[src/rtl/multi_tick_gen.sv]
// Multi-channel programmable tick divider: per-channel one-cycle tick and near-50% square wave,
// with divisors reprogrammed through a single-slot valid/ready config port.
module multi_tick_gen #(
  parameter  int unsigned NUM_CH      = 4,
  parameter  int unsigned CNT_W       = 27,
  parameter  int unsigned DEFAULT_DIV = 100000,
  localparam int unsigned CH_W        = (NUM_CH > 1) ? $clog2(NUM_CH) : 1
) (
  input  logic              clk,
  input  logic              reset,
  input  logic [NUM_CH-1:0] en_i,
  input  logic              sync_i,
  input  logic              cfg_valid_i,
  output logic              cfg_ready_o,
  input  logic [CH_W-1:0]   cfg_ch_i,
  input  logic [CNT_W-1:0]  cfg_div_i,
  output logic              cfg_err_o,
  output logic [NUM_CH-1:0] tick_o,
  output logic [NUM_CH-1:0] sq_o
);

  localparam int unsigned CH_SLOTS = 1 << CH_W;
  // One bit per encodable channel index; set where the index names a real channel.
  localparam logic [CH_SLOTS-1:0] CH_VALID = {CH_SLOTS{1'b1}} >> (CH_SLOTS - NUM_CH);

  logic [CNT_W-1:0]  cnt_q [NUM_CH];
  logic [CNT_W-1:0]  cnt_d [NUM_CH];
  logic [CNT_W-1:0]  div_q [NUM_CH];
  logic [CNT_W-1:0]  div_d [NUM_CH];
  logic [NUM_CH-1:0] tick_q, tick_d;
  logic [NUM_CH-1:0] sq_q, sq_d;
  logic              pend_q, pend_d;
  logic [CH_W-1:0]   pend_ch_q, pend_ch_d;
  logic [CNT_W-1:0]  pend_div_q, pend_div_d;
  logic              cfg_err_q, cfg_err_d;
  logic              cfg_ready_q, cfg_ready_d;

  logic [NUM_CH-1:0] wrap_s;
  logic [NUM_CH-1:0] upd_s;

  // Wrap is ">=" so a count left above a freshly shrunk divisor still wraps next enabled cycle.
  always_comb begin
    for (int unsigned i = 0; i < NUM_CH; i++) begin
      wrap_s[i] = en_i[i] && (cnt_q[i] >= (div_q[i] - CNT_W'(1)));
    end
  end

  always_comb begin
    for (int unsigned i = 0; i < NUM_CH; i++) begin
      upd_s[i] = pend_q && (pend_ch_q == CH_W'(i)) && (sync_i || !en_i[i] || wrap_s[i]);
    end
  end

  always_comb begin
    cnt_d       = cnt_q;
    div_d       = div_q;
    tick_d      = '0;
    sq_d        = sq_q;
    pend_d      = pend_q;
    pend_ch_d   = pend_ch_q;
    pend_div_d  = pend_div_q;
    cfg_err_d   = 1'b0;
    cfg_ready_d = cfg_ready_q;

    for (int unsigned i = 0; i < NUM_CH; i++) begin
      if (upd_s[i]) begin
        div_d[i] = pend_div_q;
      end
      // sq follows the count about to be loaded, measured against the divisor now in force.
      if (sync_i) begin
        cnt_d[i] = '0;
        sq_d[i]  = div_d[i] > CNT_W'(1);
      end else if (en_i[i]) begin
        if (wrap_s[i]) begin
          cnt_d[i]  = '0;
          tick_d[i] = 1'b1;
          sq_d[i]   = div_d[i] > CNT_W'(1);
        end else begin
          cnt_d[i] = cnt_q[i] + CNT_W'(1);
          sq_d[i]  = (cnt_q[i] + CNT_W'(1)) < (div_q[i] >> 1);
        end
      end
    end

    if (|upd_s) begin
      pend_d = 1'b0;
    end else if (cfg_valid_i && cfg_ready_q) begin
      if ((cfg_div_i == '0) || !CH_VALID[cfg_ch_i]) begin
        cfg_err_d = 1'b1;
      end else begin
        pend_d     = 1'b1;
        pend_ch_d  = cfg_ch_i;
        pend_div_d = cfg_div_i;
      end
    end
    cfg_ready_d = !pend_d;
  end

  always_ff @(posedge clk) begin
    if (reset) begin
      for (int unsigned i = 0; i < NUM_CH; i++) begin
        cnt_q[i] <= '0;
        div_q[i] <= CNT_W'(DEFAULT_DIV);
      end
      tick_q      <= '0;
      sq_q        <= '0;
      pend_q      <= 1'b0;
      pend_ch_q   <= '0;
      pend_div_q  <= '0;
      cfg_err_q   <= 1'b0;
      cfg_ready_q <= 1'b1;
    end else begin
      cnt_q       <= cnt_d;
      div_q       <= div_d;
      tick_q      <= tick_d;
      sq_q        <= sq_d;
      pend_q      <= pend_d;
      pend_ch_q   <= pend_ch_d;
      pend_div_q  <= pend_div_d;
      cfg_err_q   <= cfg_err_d;
      cfg_ready_q <= cfg_ready_d;
    end
  end

  assign tick_o      = tick_q;
  assign sq_o        = sq_q;
  assign cfg_err_o   = cfg_err_q;
  assign cfg_ready_o = cfg_ready_q;

endmodule
[config.mk]
export PLATFORM = sky130hd
export DESIGN_NAME = multi_tick_gen
export DESIGN_NICKNAME = d
export VERILOG_FILES = /design/src/rtl/multi_tick_gen.sv
export SDC_FILE = /design/constraint.sdc
export NUM_CORES = 1
export LEC_CHECK = 0
export ABC_AREA = 1
export ABC_CLOCK_PERIOD_IN_PS = 10100
export BUFFER_PORTS_ARGS = -buffer_cell sky130_fd_sc_hd__buf_2
export CAP_MARGIN = 30
export CORE_MARGIN = 1.5
export CORE_UTILIZATION = 39
export DETAILED_ROUTE_END_ITERATION = 10
export SLEW_MARGIN = 20
export SYNTH_ARGS = -nofsm -noshare
export SYNTH_HDL_FRONTEND = slang
export SYNTH_SLANG_ARGS = --single-unit
[constraint.sdc]
create_clock -name clk -period 10.1 [get_ports clk]
set_input_delay 1.01 -clock clk [delete_from_list [all_inputs] [get_ports clk]]
set_output_delay 1.01 -clock clk [all_outputs]
set_load 0.05 [all_outputs]
==> flow_summary.ini, run 1 <==
[run_status]
outcome = completed

[yosys]
synth.top_cell.area_share_pct = 27.3
netlist_top_cells_count = nand2_1, nor2_1, inv_1
ys_seq_area_share_pct = 27.3
synth_enable_flop_cells = 0
yosys.area_share.simple_pct = 31.5
syn-num-nets = 2989
ys_ff_latch = 256
synth_top_family_by_area = simple AND/OR/NAND/NOR gates
synthCells = 2736
synthTopCellsByArea = dfxtp_1, nand2_1, ha_1, xor2_1, a21oi_1
synth_cell_types = 44
yosysTopAreaCell = dfxtp_1
synth-async-reset-ratio_pct = 0
yosysMostFrequentCell = nand2_1
postSynthAreaPerCell_um2 = 6.86
ys_warn_count = 0
synthAdderAreaFrac_pct = 14.4
synth_top_flop_cell = dfxtp_1
synthesis.area_um2 = 18800
synth_xor_area_share_pct = 8.86
muxShareOfSynthArea_pct = 0
synth-compound-area-share_pct = 10.5

[sta]
period_share_pct = 64.1
hold_viol_final = 0
rsz0062_at_grt = no
clock_skew_ns = 0.0288
timing.fmax_ghz = 0.155
tightestPinTransition_ns = 0.959
tns_ns = 0
timing.slew.headroom_pct = 36.0
drv_slew = 0
min_period_ns = 6.47
setup_viol = 0

[placement]
place.gp.congestion = 0.876
hpwl_um = 41200
portBuffers = 46
place_area_um2 = 19600

[cts]
cts_tree = yes
h-tree-depth = 2
cts_hold_buffers = 0
worstSkewPairLatency_ns = 0.55
ctsResizeCount = 0
cts_buffers = 34
path_clk_slew_ns = 0.06
cts_root_buffer = clkbuf_16
cts_sinks = 256
clockBufferDepth = 3
postCtsSetupBuffers = 0

[power]
p_leak_nw = 9.61
finalPower_mw = 2.72
vdd_drop_max_uv = 92.9
power_frac_comb_pct = 12.7
clockPowerShare_pct = 47.5
power_frac_seq_pct = 39.9
p_int_mw = 1.94
power.density_nw_per_um2 = 131
switching_share_pct = 28.8
power_switching_uw = 782

[detailed_routing]
wirelength_um = 54100
vias_per_cell = 5.16
wl_met1_um = 25200
met2_length_um = 24000
firstDrtPassIters = 7
drt_iter0_markers = 1329
drtAntennaViolNets = 0
drc = 0
met3_length_um = 2890
vias = 17495
highest_layer = met4
routedWlPerCell_um = 16.0

[setup_path]
crit_type = reg2reg
required_ns = 10.50
cp.arrival_ns = 6.87
start_kind = register
end_kind = register
path_max_fanout = 56

[flow_run]
cap_viol_max_count = 0

[floorplan]
dieArea_um2 = 49500
start_util_pct = 39.4
pin_count = 47
core_um2 = 47600
fp-row-count = 80
fp.dieW_um = 222
chipHeight_um = 222

[grt]
antenna_found_initial = 3
grt_pass1_wl_um = 87700
grt_pass1_vias = 16775
grt_max_degree = 91
grt_overflow = 0
grtUsageTotal_pct = 21.9

[layout]
final_nets = 3005
area_growth_pct = 10.9
seq_area_um2 = 5120
nFillCells = 4896
final_area_um2 = 20800
multi_input_area_um2 = 12300
drive_gt1_share_pct = 8.07

[hold_path]
hold_class = reg2reg
## per-layer routing
layer	vias to the layer above	track usage, %
met1	7981	29.3
met4	0	8.87
met3	107	2.96
li1	8986	-
met5	-	0
met2	421	35.6
## placed cells by master (no fill, tap or decap), drive strengths merged, types with 8 or more instances in the layout
master,netlist,routed
nand2,732,732
o21a,10,10
o21ai,87,87
nand3,174,174
buf,23,59
clkbuf,56,46
ha,216,216
nor4,15,15
xnor2,43,43
dfxtp,256,256
inv,286,287
a21oi,241,241
nand4,53,53
xor2,147,147
clkinv,3,8
nor2,301,301
nor3,49,49
a211oi,11,11
a31oi,8,8
## kinds of logic after synthesis
family / count (synthesis)
AND/OR/NAND/NOR: 1336
AO/OA/AOI/OAI: 370
buffers and inverters: 368
flip-flops: 256
adder cells (fa/ha/maj): 216
XOR/XNOR: 190
## metrics by stage
stage	setup WS [ns]	util, %	std cells	hold WS, ns
6_report	3.63	43.7	3392	0.514
5_1_grt	2.97	43.7	3391	0.544
4_1_cts	3.78	43.6	3390	0.516
3_5_place_dp	3.85	41.1	3330	0.505
3_3_place_gp	3.76	41.0	3327	0.491
2_1_floorplan	6.04	-	2736	0.464
## power groups by stage
stage	Sequential (mW)	Clock, mW	Combinational (mW)
3_3_place_gp	1.11	0	0.331
2_1_floorplan	1.09	0	0.233
5_1_grt	1.09	1.36	0.387
4_1_cts	1.08	1.32	0.341
6_report	1.09	1.29	0.344
3_5_place_dp	1.11	0	0.339
## worst paths after layout
check	startpoint	to	slack (ns)	cells past startpoint
worst max-delay path	div_q[0]$_SDFF_PP0_	pend_div_q[21]$_SDFFE_PP0P_	3.63	26
worst min-delay path	cnt_q[82]$_SDFFE_PP0P_	cnt_q[82]$_SDFFE_PP0P_	0.51	2
worst max register to register	div_q[0]$_SDFF_PP0_	pend_div_q[21]$_SDFFE_PP0P_	3.63	26
worst min register to register	cnt_q[82]$_SDFFE_PP0P_	cnt_q[82]$_SDFFE_PP0P_	0.51	2
## state kept, by name, summed over array words and instances (netlist names)
signal       count
sq_o             4
pend_div_q      27
cnt_q          108
cfg_err_o        1
cfg_ready_o      1
pend_ch_q        2
tick_o           4
div_q          108
pend_q           1
## layout make-up
type	instances	area share (%)
multi-input combinational	2112	58.9
sequential	256	24.6
tap	615	3.70
antenna	1	0.0120
inverter	289	5.22
clock inverter	14	1.01
timing repair buffer	59	1.83
clock buffer	46	4.74
## worst max-delay path, stage by stage (launching register included)
cell      delay (ns)
dfxtp_1         0.30
inv_1           0.11
ha_1            0.21
nand3_1         0.13
nor3_2          0.20
nand2_1         0.10
nor2_2          0.16
nand3_1         0.14
nand3b_1        0.27
nor3_4          0.23
nand4_1         0.17
nor4_1          0.27
nand2_1         0.11
xor2_1          0.16
ha_1            0.31
nand3_1         0.14
nor2_1          0.07
nand2_1         0.09
inv_1           0.05
a21oi_1         0.17
nand4_1         0.69
nand2_1         0.79
nand4_2         0.21
nor2_2          0.24
nand2_2         0.54
o21ai_0         0.40
a21oi_1         0.06
No activity file was read; power rests on OpenSTA's default activity.
==> inputs of run 2 (changes only) <==
- ABC_CLOCK_PERIOD_IN_PS: 10100 -> 6300
- clock period: 10.1 -> 6.3 ns (I/O delays scaled with it)
==> run 2 against run 1 <==
  * Sequential share of layout area increased by 0.053 points
  * Setup slack got worse by 2.8 ns
  * Clock power increased by 50%
  * First-iteration DRC count increased by 12%
  * Die area unchanged
  * Hold slack got worse by 0.17 ns
  * Final cell count increased by 0.12%
  * Cell area decreased by 0.22%
  * Critical path depth increased by 3
  * Flip-flop and latch count unchanged
  * Largest cell class unchanged
==> flow_summary.ini, run 2 (synthesis results as in run 1) <==
[setup_path]
required_ns = 6.75
path_buf_inv = 4
slowest_stage = nand2_2
crit_type = reg2reg
startpoint = div_q[81]$_SDFF_PP0_
rr_startpoint = div_q[81]$_SDFF_PP0_
start_kind = register
end_kind = register
critical-path-top-delay-family = simple AND/OR/NAND/NOR gates
path_max_fanout = 43
slowest_delay_ns = 0.42
cp.arrival_ns = 5.97

[floorplan]
fp-row-count = 80
fp.dieW_um = 222
core_um2 = 47600
start_util_pct = 39.4
pin_count = 47
dieArea_um2 = 49500
chipHeight_um = 222

[hold_path]
hold_class = in2reg
worst_hold_startpoint = cfg_div_i[7]

[sta]
rsz0062_at_grt = no
setup_viol = 0
timing.fmax_ghz = 0.181
timing.slew.headroom_pct = 34.6
tightestPinTransition_ns = 0.981
period_share_pct = 87.6
min_period_ns = 5.52
clock_skew_ns = 0.0199
drv_slew = 0
tns_ns = 0
hold_viol_final = 0

[cts]
cts_sinks = 256
cts_buffers = 30
worstSkewPairLatency_ns = 0.59
h-tree-depth = 1
cts_root_buffer = clkbuf_16
postCtsSetupBuffers = 0
cts_hold_buffers = 0
clockBufferDepth = 3
ctsResizeCount = 0
path_clk_slew_ns = 0.06
cts_tree = yes

[grt]
grt_max_degree = 92
grt_pass1_wl_um = 86500
grt_pass1_vias = 16439
grtUsageTotal_pct = 21.6
antenna_found_initial = 2
grt_overflow = 0

[placement]
portBuffers = 46
place_inst = 3336
place.gp.congestion = 0.912
hpwl_um = 41600

[power]
power.density_nw_per_um2 = 204
power_frac_seq_pct = 41.1
power_switching_mw = 1.22
switching_share_pct = 28.7
p_leak_nw = 9.58
p_int_mw = 3.02
clockPowerShare_pct = 45.8
power_frac_comb_pct = 13.1
vdd_drop_max_uv = 213

[layout]
reg_top3 = cnt_q x108, div_q x108, pend_div_q x27
area_growth_pct = 10.6
post-route-util_pct = 43.6
final_nets = 3008
layout.cells.most_common_list = nand2_1, nor2_1, inv_1
instances_no_fill = 3396
final_common_cell = nand2_1
drive_gt1_share_pct = 8.17

[detailed_routing]
vias = 17609
wirelength_um = 53900
firstDrtPassIters = 6
drtAntennaViolNets = 0
drt_iter0_markers = 1487
routedWlPerCell_um = 15.9
vias_per_cell = 5.19
drc = 0

[run_status]
outcome = completed

[flow_run]
cap_viol_max_count = 0
[run 2: cell type report]
cell class                      count  area [um^2]
Fill cell                        4938        26900
Clock inverter                     19          270
Clock buffer                       37          828
Sequential cell                   256         5120
Timing Repair Buffer               66          419
Multi-Input combinational cell   2112        12300
Antenna cell                        2         5.00
Inverter                          289         1090
Tap cell                          615          769
[run 2: stage by stage]
| stage | hold WS (ns) | power, mW | instance area, um^2 | setup slack, ns |
|---|---|---|---|---|
| floorplan | 0.464 | 2.13 | 18800 | 2.24 |
| global placement | 0.495 | 2.31 | 19600 | 1.09 |
| detailed placement | 0.504 | 2.32 | 19600 | 0.890 |
| CTS | 0.312 | 4.27 | 20700 | 0.862 |
| global route | 0.340 | 4.42 | 20800 | 0.102 |
| finish | 0.342 | 4.24 | 20800 | 0.783 |
[run 2: power by group through the flow]
| stage | Combinational [mW] | Sequential [mW] | Clock [mW] |
|---|---|---|---|
| 3_3_place_gp | 0.533 | 1.77 | 0 |
| 5_1_grt | 0.625 | 1.74 | 2.05 |
| 6_report | 0.556 | 1.74 | 1.94 |
| 3_5_place_dp | 0.545 | 1.77 | 0 |
| 4_1_cts | 0.548 | 1.74 | 1.98 |
| 2_1_floorplan | 0.373 | 1.75 | 0 |
[run 2: path summary, 6_finish.rpt]
check | to | slack, ns | cells past startpoint
hold / removal | pend_div_q[7]$_SDFFE_PP0P_ | 0.34 | 3
hold reg to reg | cnt_q[80]$_SDFFE_PP0P_ | 0.52 | 2
setup reg to reg | pend_div_q[4]$_SDFFE_PP0P_ | 0.78 | 29
setup / recovery | pend_div_q[4]$_SDFFE_PP0P_ | 0.78 | 29
[run 2: metal layers]
metal	wire length [um]	track usage, %
met5	0	0
met4	1850	7.59
met3	2900	3.15
met2	23700	34.6
met1	25500	29.4
[run 2: worst min-delay path, delay by kind of cell]
kind	cells	cell delay, ns
buffers and inverters	1	0.09
AOI/OAI and AO/OA	2	0.16
==> inputs of run 3 (changes only) <==
- CTS_BUF_LIST: unset -> sky130_fd_sc_hd__clkbuf_16
- GPL_ROUTABILITY_DRIVEN: unset -> 0
==> run 3 against run 2 <==
  * Flip-flop and latch count unchanged
  * Global-route usage increased by 0.24 points
  * First-iteration DRC count decreased by 26%
  * Maximum frequency decreased by 0.19%
  * Critical path depth decreased by 3
  * Final cell count about the same
  * Routed wire length increased by 0.53%
  * Register-to-register slack about the same
  * Combinational power increased by 0.9%
  * Clock power decreased by 5%
  * Sequential power about the same
  * Via count decreased by 0.15%
  * Critical path type unchanged
  * Largest cell class unchanged
  * Largest power group unchanged
==> flow_summary.ini, run 3 (synthesis results as in run 1) <==
[power]
power_frac_seq_pct = 41.9
switching_share_pct = 29.3
p_leak_nw = 9.56
power_switching_mw = 1.21
clockPowerShare_pct = 44.5
power.density_nw_per_um2 = 200
p_int_mw = 2.93
finalPower_mw = 4.14
power_frac_comb_pct = 13.5
vdd_drop_max_uv = 220

[floorplan]
core_um2 = 47600
chipHeight_um = 222
pin_count = 47
fp-row-count = 80
fp.dieW_um = 222
start_util_pct = 39.4
dieArea_um2 = 49500

[setup_path]
start_kind = register
cp.arrival_ns = 5.99
rr_startpoint = div_q[54]$_SDFF_PP0_
critical-path-top-delay-family = simple AND/OR/NAND/NOR gates
startpoint = div_q[54]$_SDFF_PP0_
cpMostUsedCell = nand2_1
slowest_stage = nand2_4
slowest_delay_ns = 0.47
path_buf_inv = 2
crit_type = reg2reg
end_kind = register
path_max_fanout = 55
required_ns = 6.76

[grt]
grt_overflow = 0
antenna_found_initial = 0
grt_max_degree = 91
grt_pass1_vias = 16467
grtUsageTotal_pct = 21.8
grt_pass1_wl_um = 87900

[hold_path]
worst_hold_startpoint = cfg_div_i[7]
hold_class = in2reg

[detailed_routing]
drtAntennaViolNets = 0
drt_iter0_markers = 1107
wirelength_um = 54200
drc = 0
vias_per_cell = 5.18
vias = 17583
firstDrtPassIters = 6
routedWlPerCell_um = 16.0

[sta]
rsz0062_at_grt = no
timing.fmax_ghz = 0.181
tns_ns = 0
period_share_pct = 87.7
drv_slew = 0
hold_viol_final = 0
min_period_ns = 5.53
holdWs_ns = 0.349
setup_viol = 0
clock_skew_ns = 0.0126
tightestPinTransition_ns = 0.930
timing.slew.headroom_pct = 37.9

[placement]
hpwl_um = 41900
portBuffers = 46

[layout]
nFillCells = 4959
final_nets = 3008
drive_gt1_share_pct = 8.03
layout.cells.most_common_list = nand2_1, nor2_1, inv_1
reg_top3 = cnt_q x108, div_q x108, pend_div_q x27
multi_input_area_um2 = 12300
area_growth_pct = 10.1
seq_area_um2 = 5120
final_common_cell = nand2_1

[run_status]
outcome = completed

[flow_run]
cap_viol_max_count = 0

[cts]
cts_sinks = 256
h-tree-depth = 1
ctsResizeCount = 0
postCtsSetupBuffers = 0
cts_root_buffer = clkbuf_16
cts_hold_buffers = 0
worstSkewPairLatency_ns = 0.59
cts_buffers = 31
path_clk_slew_ns = 0.06
clockBufferDepth = 3
cts_tree = yes
run 3: cell count changes in the layout (fill, tap and decap cells not counted), moves of 2 or more:
cell / previous run / this run
clkbuf_1: 3 / 0
clkbuf_8: 3 / 0
clkinv_1: 3 / 6
clkinv_2: 6 / 9
inv_1: 270 / 273
inv_6: 3 / 1
run 3: through the flow:
stage | utilization [%] | std cells | setup slack [ns] | cell area (um^2)
after detailed placement | 41.2 | 3336 | 0.666 | 19600
after global placement | 41.1 | 3334 | 0.959 | 19600
final | 43.4 | 3393 | 0.772 | 20700
after floorplan | - | 2736 | 2.24 | 18800
after global routing | 43.4 | 3392 | 0.0950 | 20700
after CTS | 43.4 | 3391 | 0.638 | 20700
run 3: area by class of cell:
cell class,instances,share of cell area [%]
diodes,1,0.0121
clock buffers,31,3.75
clock inverters,24,1.22
inverters,289,5.25
multi-input cells,2112,59.3
flip-flops and latches,256,24.8
well taps,615,3.72
repair buffers,65,1.94
run 3: power by group through the flow:
stage          sequential (mW)  combinational (mW)  clock (mW)
2_1_floorplan             1.75               0.373           0
3_3_place_gp              1.77               0.538           0
3_5_place_dp              1.77               0.551           0
4_1_cts                   1.74               0.554        1.89
5_1_grt                   1.74               0.623        1.95
6_report                  1.74               0.561        1.84
run 3: path summary, 6_finish.rpt:
path	end	slack [ns]	depth (start not counted)
setup / recovery	pend_div_q[21]$_SDFFE_PP0P_	0.77	26
hold / removal	pend_div_q[7]$_SDFFE_PP0P_	0.35	3
setup reg to reg	pend_div_q[21]$_SDFFE_PP0P_	0.77	26
hold reg to reg	cnt_q[107]$_SDFFE_PP0P_	0.51	2
run 3: worst reg2reg max path: cells and delay by family, from the launching register on:
kind	cells	cell delay [ns]
fa+ha+maj	2	0.51
simple gates	18	3.53
buf+inv	2	0.38
compound gates	3	0.50
flops	1	0.29
xor+xnor	1	0.18
run 3: per-layer routing:
metal / global-route usage (%) / wire length (um)
met1: 30.4 / 26000
met2: 35.5 / 24200
met3: 2.31 / 2430
met4: 6.23 / 1540
met5: 0 / 0
